==> config.mk <==
export PLATFORM = sky130hd
export DESIGN_NAME = mic_pdm_rcv
export DESIGN_NICKNAME = d
export VERILOG_FILES = /design/src/rtl/mic_pkg.sv /design/src/rtl/pdm_decim.sv /design/src/rtl/mic_pdm_rcv.sv
export SDC_FILE = /design/constraint.sdc
export NUM_CORES = 1
export LEC_CHECK = 0
export BUFFER_PORTS_ARGS = -buffer_cell sky130_fd_sc_hd__buf_2
export CAP_MARGIN = 20
export CELL_PAD_IN_SITES_DETAIL_PLACEMENT = 2
export CELL_PAD_IN_SITES_GLOBAL_PLACEMENT = 2
export CORE_AREA = 2 2 89 91
export DETAILED_ROUTE_END_ITERATION = 8
export DIE_AREA = 0 0 91 93
export GPL_TIMING_DRIVEN = 0
export PLACE_DENSITY_LB_ADDON = 0.1
export SYNTH_ARGS = -nofsm -noshare
export SYNTH_HDL_FRONTEND = slang
export SYNTH_SLANG_ARGS = --single-unit
==> constraint.sdc <==
create_clock -name clk -period 3.6 [get_ports clk]
set_clock_uncertainty 0.1 [all_clocks]
set_input_delay 0.54 -clock clk [delete_from_list [all_inputs] [get_ports clk]]
set_output_delay 0.54 -clock clk [all_outputs]
set_load 0.05 [all_outputs]
==> src/rtl/mic_pkg.sv <==
// Shared definitions for the stereo PDM microphone receiver.
//   PCM_W       : width of each signed PCM output sample
//   mic_state_e : receiver control states
package mic_pkg;

    localparam int unsigned PCM_W = 16;

    typedef enum logic [1:0] {
        ST_IDLE   = 2'd0,
        ST_WARMUP = 2'd1,
        ST_RUN    = 2'd2
    } mic_state_e;

endpackage

==> src/rtl/pdm_decim.sv <==
// One-channel PDM decimator: counts ones over a frame and converts the
// count c (0..DECIM) to signed PCM = (2c - DECIM) << (15 - log2(DECIM)).
// Ports:
//   clk, rst  : clock, synchronous active-high reset
//   i_clr     : restart the ones count (frame close or idle)
//   i_smp     : this cycle carries a PDM bit for this channel
//   i_bit     : the PDM bit
//   o_pcm_c   : PCM value for the count including the current bit (comb)
module pdm_decim
    import mic_pkg::*;
#(
    parameter int unsigned DECIM = 64
) (
    input  logic             clk,
    input  logic             rst,
    input  logic             i_clr,
    input  logic             i_smp,
    input  logic             i_bit,
    output logic [PCM_W-1:0] o_pcm_c
);

    localparam int unsigned K     = $clog2(DECIM);
    localparam int unsigned CW    = K + 1;
    localparam int unsigned SHIFT = PCM_W - 1 - K;

    logic [CW-1:0]    r_cnt;
    logic [CW-1:0]    w_cnt;
    logic [PCM_W-1:0] w_diff;

    // Count including the bit arriving this cycle, so the closing sample is part of the frame
    always_comb begin
        w_cnt  = r_cnt + CW'(i_smp & i_bit);
        // Modulo-2^16 arithmetic gives the correct two's complement for c < DECIM
        w_diff = (PCM_W'(w_cnt) << 1) - PCM_W'(DECIM);
        // c == DECIM would be +32768, which saturates
        if (w_cnt == CW'(DECIM)) begin
            o_pcm_c = {1'b0, {(PCM_W-1){1'b1}}};
        end else begin
            o_pcm_c = w_diff << SHIFT;
        end
    end

    always_ff @(posedge clk) begin
        if (rst) begin
            r_cnt <= '0;
        end else if (i_clr) begin
            r_cnt <= '0;
        end else begin
            r_cnt <= w_cnt;
        end
    end

endmodule

==> src/rtl/mic_pdm_rcv.sv <==
// Stereo PDM microphone receiver: generates pdm_clk, demultiplexes the
// left (rising toggle) and right (falling toggle) bits, decimates each
// channel by DECIM and presents PCM samples with a one-cycle vld pulse.
// Ports:
//   clk, rst             : clock, synchronous active-high reset
//   en                   : run the microphone interface
//   pdm_data             : stereo PDM bitstream
//   pdm_clk              : microphone clock (registered)
//   lft_chnnl/rght_chnnl : signed PCM samples, held between updates
//   vld                  : both channels updated this cycle
module mic_pdm_rcv
    import mic_pkg::*;
#(
    parameter int unsigned CLK_DIV = 25,
    parameter int unsigned DECIM   = 64,
    parameter int unsigned WARMUP  = 16
) (
    input  logic             clk,
    input  logic             rst,
    input  logic             en,
    input  logic             pdm_data,
    output logic             pdm_clk,
    output logic [PCM_W-1:0] lft_chnnl,
    output logic [PCM_W-1:0] rght_chnnl,
    output logic             vld
);

    localparam int unsigned K     = $clog2(DECIM);
    localparam int unsigned DIV_W = $clog2(CLK_DIV);
    localparam int unsigned WU_W  = (WARMUP < 2) ? 1 : $clog2(WARMUP);

    mic_state_e       r_state;
    mic_state_e       w_state_nxt;
    logic [DIV_W-1:0] r_div;
    logic             r_pdm_clk;
    logic [K-1:0]     r_rcnt;
    logic [WU_W-1:0]  r_wu;
    logic [PCM_W-1:0] r_lft;
    logic [PCM_W-1:0] r_rght;
    logic             r_vld;

    logic             w_wrap;
    logic             w_smp_l;
    logic             w_smp_r;
    logic             w_close;
    logic             w_load;
    logic             w_hold;
    logic             w_clr;
    logic [PCM_W-1:0] w_pcm_l;
    logic [PCM_W-1:0] w_pcm_r;

    // Divider wrap and channel sample strobes; a frame closes on the DECIM-th right bit
    always_comb begin
        w_wrap  = (r_state != ST_IDLE) && (r_div == DIV_W'(CLK_DIV - 1));
        w_smp_l = w_wrap && !r_pdm_clk;
        w_smp_r = w_wrap && r_pdm_clk;
        w_close = w_smp_r && (r_rcnt == K'(DECIM - 1));
    end

    // Next state and output-load decision
    always_comb begin
        w_state_nxt = r_state;
        w_load      = 1'b0;
        case (r_state)
            ST_IDLE: begin
                if (en) begin
                    w_state_nxt = (WARMUP == 0) ? ST_RUN : ST_WARMUP;
                end
            end
            ST_WARMUP: begin
                if (!en) begin
                    w_state_nxt = ST_IDLE;
                end else if (w_close && (r_wu == WU_W'(WARMUP - 1))) begin
                    w_state_nxt = ST_RUN;
                end
            end
            ST_RUN: begin
                if (!en) begin
                    w_state_nxt = ST_IDLE;
                end else begin
                    w_load = w_close;
                end
            end
            default: begin
                w_state_nxt = ST_IDLE;
            end
        endcase
    end

    // Idle, or leaving for idle: the datapath is held at zero and any partial frame dropped
    always_comb begin
        w_hold = (r_state == ST_IDLE) || (w_state_nxt == ST_IDLE);
        w_clr  = w_hold || w_close;
    end

    pdm_decim #(.DECIM(DECIM)) u_decim_l (
        .clk     (clk),
        .rst     (rst),
        .i_clr   (w_clr),
        .i_smp   (w_smp_l),
        .i_bit   (pdm_data),
        .o_pcm_c (w_pcm_l)
    );

    pdm_decim #(.DECIM(DECIM)) u_decim_r (
        .clk     (clk),
        .rst     (rst),
        .i_clr   (w_clr),
        .i_smp   (w_smp_r),
        .i_bit   (pdm_data),
        .o_pcm_c (w_pcm_r)
    );

    // State, divider, frame counters and output registers
    always_ff @(posedge clk) begin
        if (rst) begin
            r_state   <= ST_IDLE;
            r_div     <= '0;
            r_pdm_clk <= 1'b0;
            r_rcnt    <= '0;
            r_wu      <= '0;
            r_lft     <= '0;
            r_rght    <= '0;
            r_vld     <= 1'b0;
        end else begin
            r_state <= w_state_nxt;
            if (w_hold) begin
                r_div     <= '0;
                r_pdm_clk <= 1'b0;
                r_rcnt    <= '0;
                r_wu      <= '0;
            end else begin
                r_div <= w_wrap ? '0 : r_div + DIV_W'(1);
                if (w_wrap) begin
                    r_pdm_clk <= !r_pdm_clk;
                end
                if (w_smp_r) begin
                    r_rcnt <= w_close ? '0 : r_rcnt + K'(1);
                end
                if (w_close && (r_state == ST_WARMUP)) begin
                    r_wu <= r_wu + WU_W'(1);
                end
            end
            r_vld <= w_load;
            if (w_load) begin
                r_lft  <= w_pcm_l;
                r_rght <= w_pcm_r;
            end
        end
    end

    assign pdm_clk    = r_pdm_clk;
    assign lft_chnnl  = r_lft;
    assign rght_chnnl = r_rght;
    assign vld        = r_vld;

endmodule

==> flow_summary.toml <==
[die]
dieArea_um2 = 8460
die_h_um = 93
die-width_um = 91
start_util_pct = 29.4
io-pin-count = 38
rows = 32
core-area_um2 = 7530

[layout]
final_nets = 301
area_growth_pct = 19.6
nFillCells = 898
fin_util_pct = 35.2
diodes = 0
instances_no_fill = 392
multi_input_area_um2 = 1070
seqCellArea_um2 = 941
drive_gt1_share_pct = 25.9

[logic_synthesis]
synth_edf_count = 0
ys_warn_count = 0
synth-seq-cells = 47
syn_inst = 245
avgSynthCellArea_um2 = 9.04
synthArstFlopShare_pct = 0
ys.flop_type = "dfxtp_1"
synth_seq_area_share_pct = 42.5
syn-num-nets = 257
ys_types = 42
syn_area_um2 = 2210

[clocking]
clk-insertion-delay-late_ps = 300
clockRootBuffer = "clkbuf_8"
ctsHoldBuffers = 0
h-tree-depth = 2
cts_tree = "done"
cts.sinks = 47
cts_resized = 0
post-cts-setup-buffers = 0
cts.clk_slew.worst_paths_ps = 100
cts.path.max_buffers = 2
cts_buffers = 5

[worst_setup_path]
startpoint_type = "flip-flop"
reg2reg_depth = 11
timing.rr.end = "lft_chnnl[15]"
cp_max_fo = 7
arrival_ps = 3360
r2r_slack_ps = 350
critPathSlowestCell = "or3b_2"
setup.worst_path.class = "reg -> reg"
cp-end-kind = "flip-flop"
cp_common_cell = "ha_1"
crit_chain = "inv_1 > ha_1 > and4b_1 > o21ai_0 > nor3b_2 > ha_1 > ha_1 > or3b_2 > nor4_1 > o22ai_1 > a31o_2"
critPathRequiredTime_ps = 3710
slowest_delay_ps = 470
r2r-start = "r_div[0]"

[grt]
antenna_found_initial = 0
grt_pass1_vias = 1929
grt_overflow = 0
grt_pass1_wl_um = 9660
track_usage_pct = 14.1
grt_start_max_net_pins = 16

[pwr]
p_leak_nw = 1.09
p_per_area_nw_per_um2 = 355
vdd_drop_max_uv = 183
fin_total_pwr_mw = 0.940

[placement]
place_congestion = 0.722
io_buffers = 37
dp_hpwl_um = 4260
place_inst = 384

[timing]
drv_slew = 0
hold_viol = 0
post-route-min-period_ps = 3250
whs_ps = 376
fin_crit_sh_pct = 90.4
max_freq_ghz = 0.307
rsz0062_at_grt = "false"
worst_slew_pin_slew_ps = 664
setup_viol = 0
slew_headroom_pct = 55.4
fin_setup_tns_ps = 0

[route]
drt_wl_total_um = 5590
drtPass1Iterations = 4
wl_per_cell_um = 14.3
drtAntennaViolNets = 0
vias_per_cell = 4.77
drcViolationCount = 0
drtIter0Drc = 29
vias = 1870

[outcome]
status = "completed"

[worst_hold_path]
hold_start = "r_div[0]"
min_delay_worst_endpoint = "r_div[0]"
whs_path_depth = 1
hp-class = "reg -> reg"

[job]
maxCapViolations = 0
[flip-flops by register name (all words and copies together), names as in the netlist]
signal / count
lft_chnnl: 7
pdm_clk: 1
r_div: 5
r_rcnt: 6
r_state: 2
r_wu: 4
rght_chnnl: 7
u_decim_l.r_cnt: 7
u_decim_r.r_cnt: 7
vld: 1
[cell usage in the layout (no fill, tap or decap), types with 4 or more instances in the layout]
master    count
xor2_1        8
a311oi_1      6
nand2b_1      5
o21bai_1      5
clkbuf_1      4
dfxtp_1      47
o21ai_0       4
inv_1        11
nor4_1        6
clkbuf_8      5
xnor2_1      14
buf_4        18
a21oi_1       6
buf_2        41
and3_1        4
a31oi_1       5
nand2_1       8
nand3_1      11
nor2_1       35
ha_1          8
[cells in the mapped netlist, drive strengths merged (2+ instances only)]
library cell	n	share of area, %
dfxtp	47	42
nor2	35	5.9
buf	22	7.0
xnor2	14	5.5
inv	11	1.9
nand3	11	2.5
ha	8	4.5
nand2	8	1.4
xor2	8	3.2
nor4	7	2.3
a21oi	6	1.4
a311oi	6	2.4
a31oi	5	1.4
nand2b	5	1.4
o21ai	5	1.1
o21bai	5	1.7
and3	4	1.1
clkbuf	4	0.68
nand4b	3	1.9
nor2b	3	0.85
nor3b	3	1.0
o22ai	3	0.85
or4	3	1.0
a31o	2	0.79
nand4	2	0.56
o31ai	2	0.68
or3	2	0.56
[metal layers]
metal / wire, µm / global-route usage, % / vias up
met1: 2690 / 17.8 / 896
met4: 61 / 3.79 / 0
met3: 270 / 3.87 / 6
met5: 0 / 0 / -
met2: 2570 / 23.6 / 43
li1: - / - / 925
[cell families after synthesis]
family          count (synthesis)  share of synthesized area, %
compound gates                 39                          12.3
xor+xnor                       22                          8.70
fa+ha+maj                       8                          4.52
buf+inv                        37                          9.55
flops                          47                          42.5
simple gates                   92                          22.5
[worst max-delay path: cells and delay by family (launching register included)]
family          cells  cell delay [ps]
simple gates        4             1130
fa+ha+maj           3              730
flops               1              350
compound gates      3              790
buf+inv             1               60
[stage by stage]
stage	setup WS [ps]	area, µm²
6_report	346	2650
5_1_grt	96.7	2650
4_1_cts	181	2640
3_5_place_dp	256	2530
3_3_place_gp	253	2530
2_1_floorplan	776	2210
[how the worst max path moves through the flow]
stage,end,depth (start not counted),slack (ps),startpoint
after CTS,rght_chnnl[10],11,180,r_div[0]
after global placement,rght_chnnl[14],10,250,r_state[1]
after detailed placement,rght_chnnl[10],11,260,r_div[0]
after floorplan,lft_chnnl[15],11,780,r_div[0]
after global routing,lft_chnnl[15],11,100,r_div[1]
final,lft_chnnl[15],11,350,r_div[0]
[cell type report]
cell class | instances | share of cell area (%)
clock buffer | 5 | 2.60
inverter | 11 | 1.56
multi-input combinational | 161 | 40.4
timing repair buffer | 37 | 6.99
sequential | 47 | 35.5
buffer | 26 | 6.42
tap | 102 | 4.82
clock inverter | 3 | 1.65
[power breakdown]
part / total [mW] / internal, mW / switching [mW]
registers: 0.521 / 0.520 / 0.000493
logic: 0.0190 / 0.00606 / 0.0129
clock network: 0.400 / 0.207 / 0.193
(Power assumes the default switching activity.)
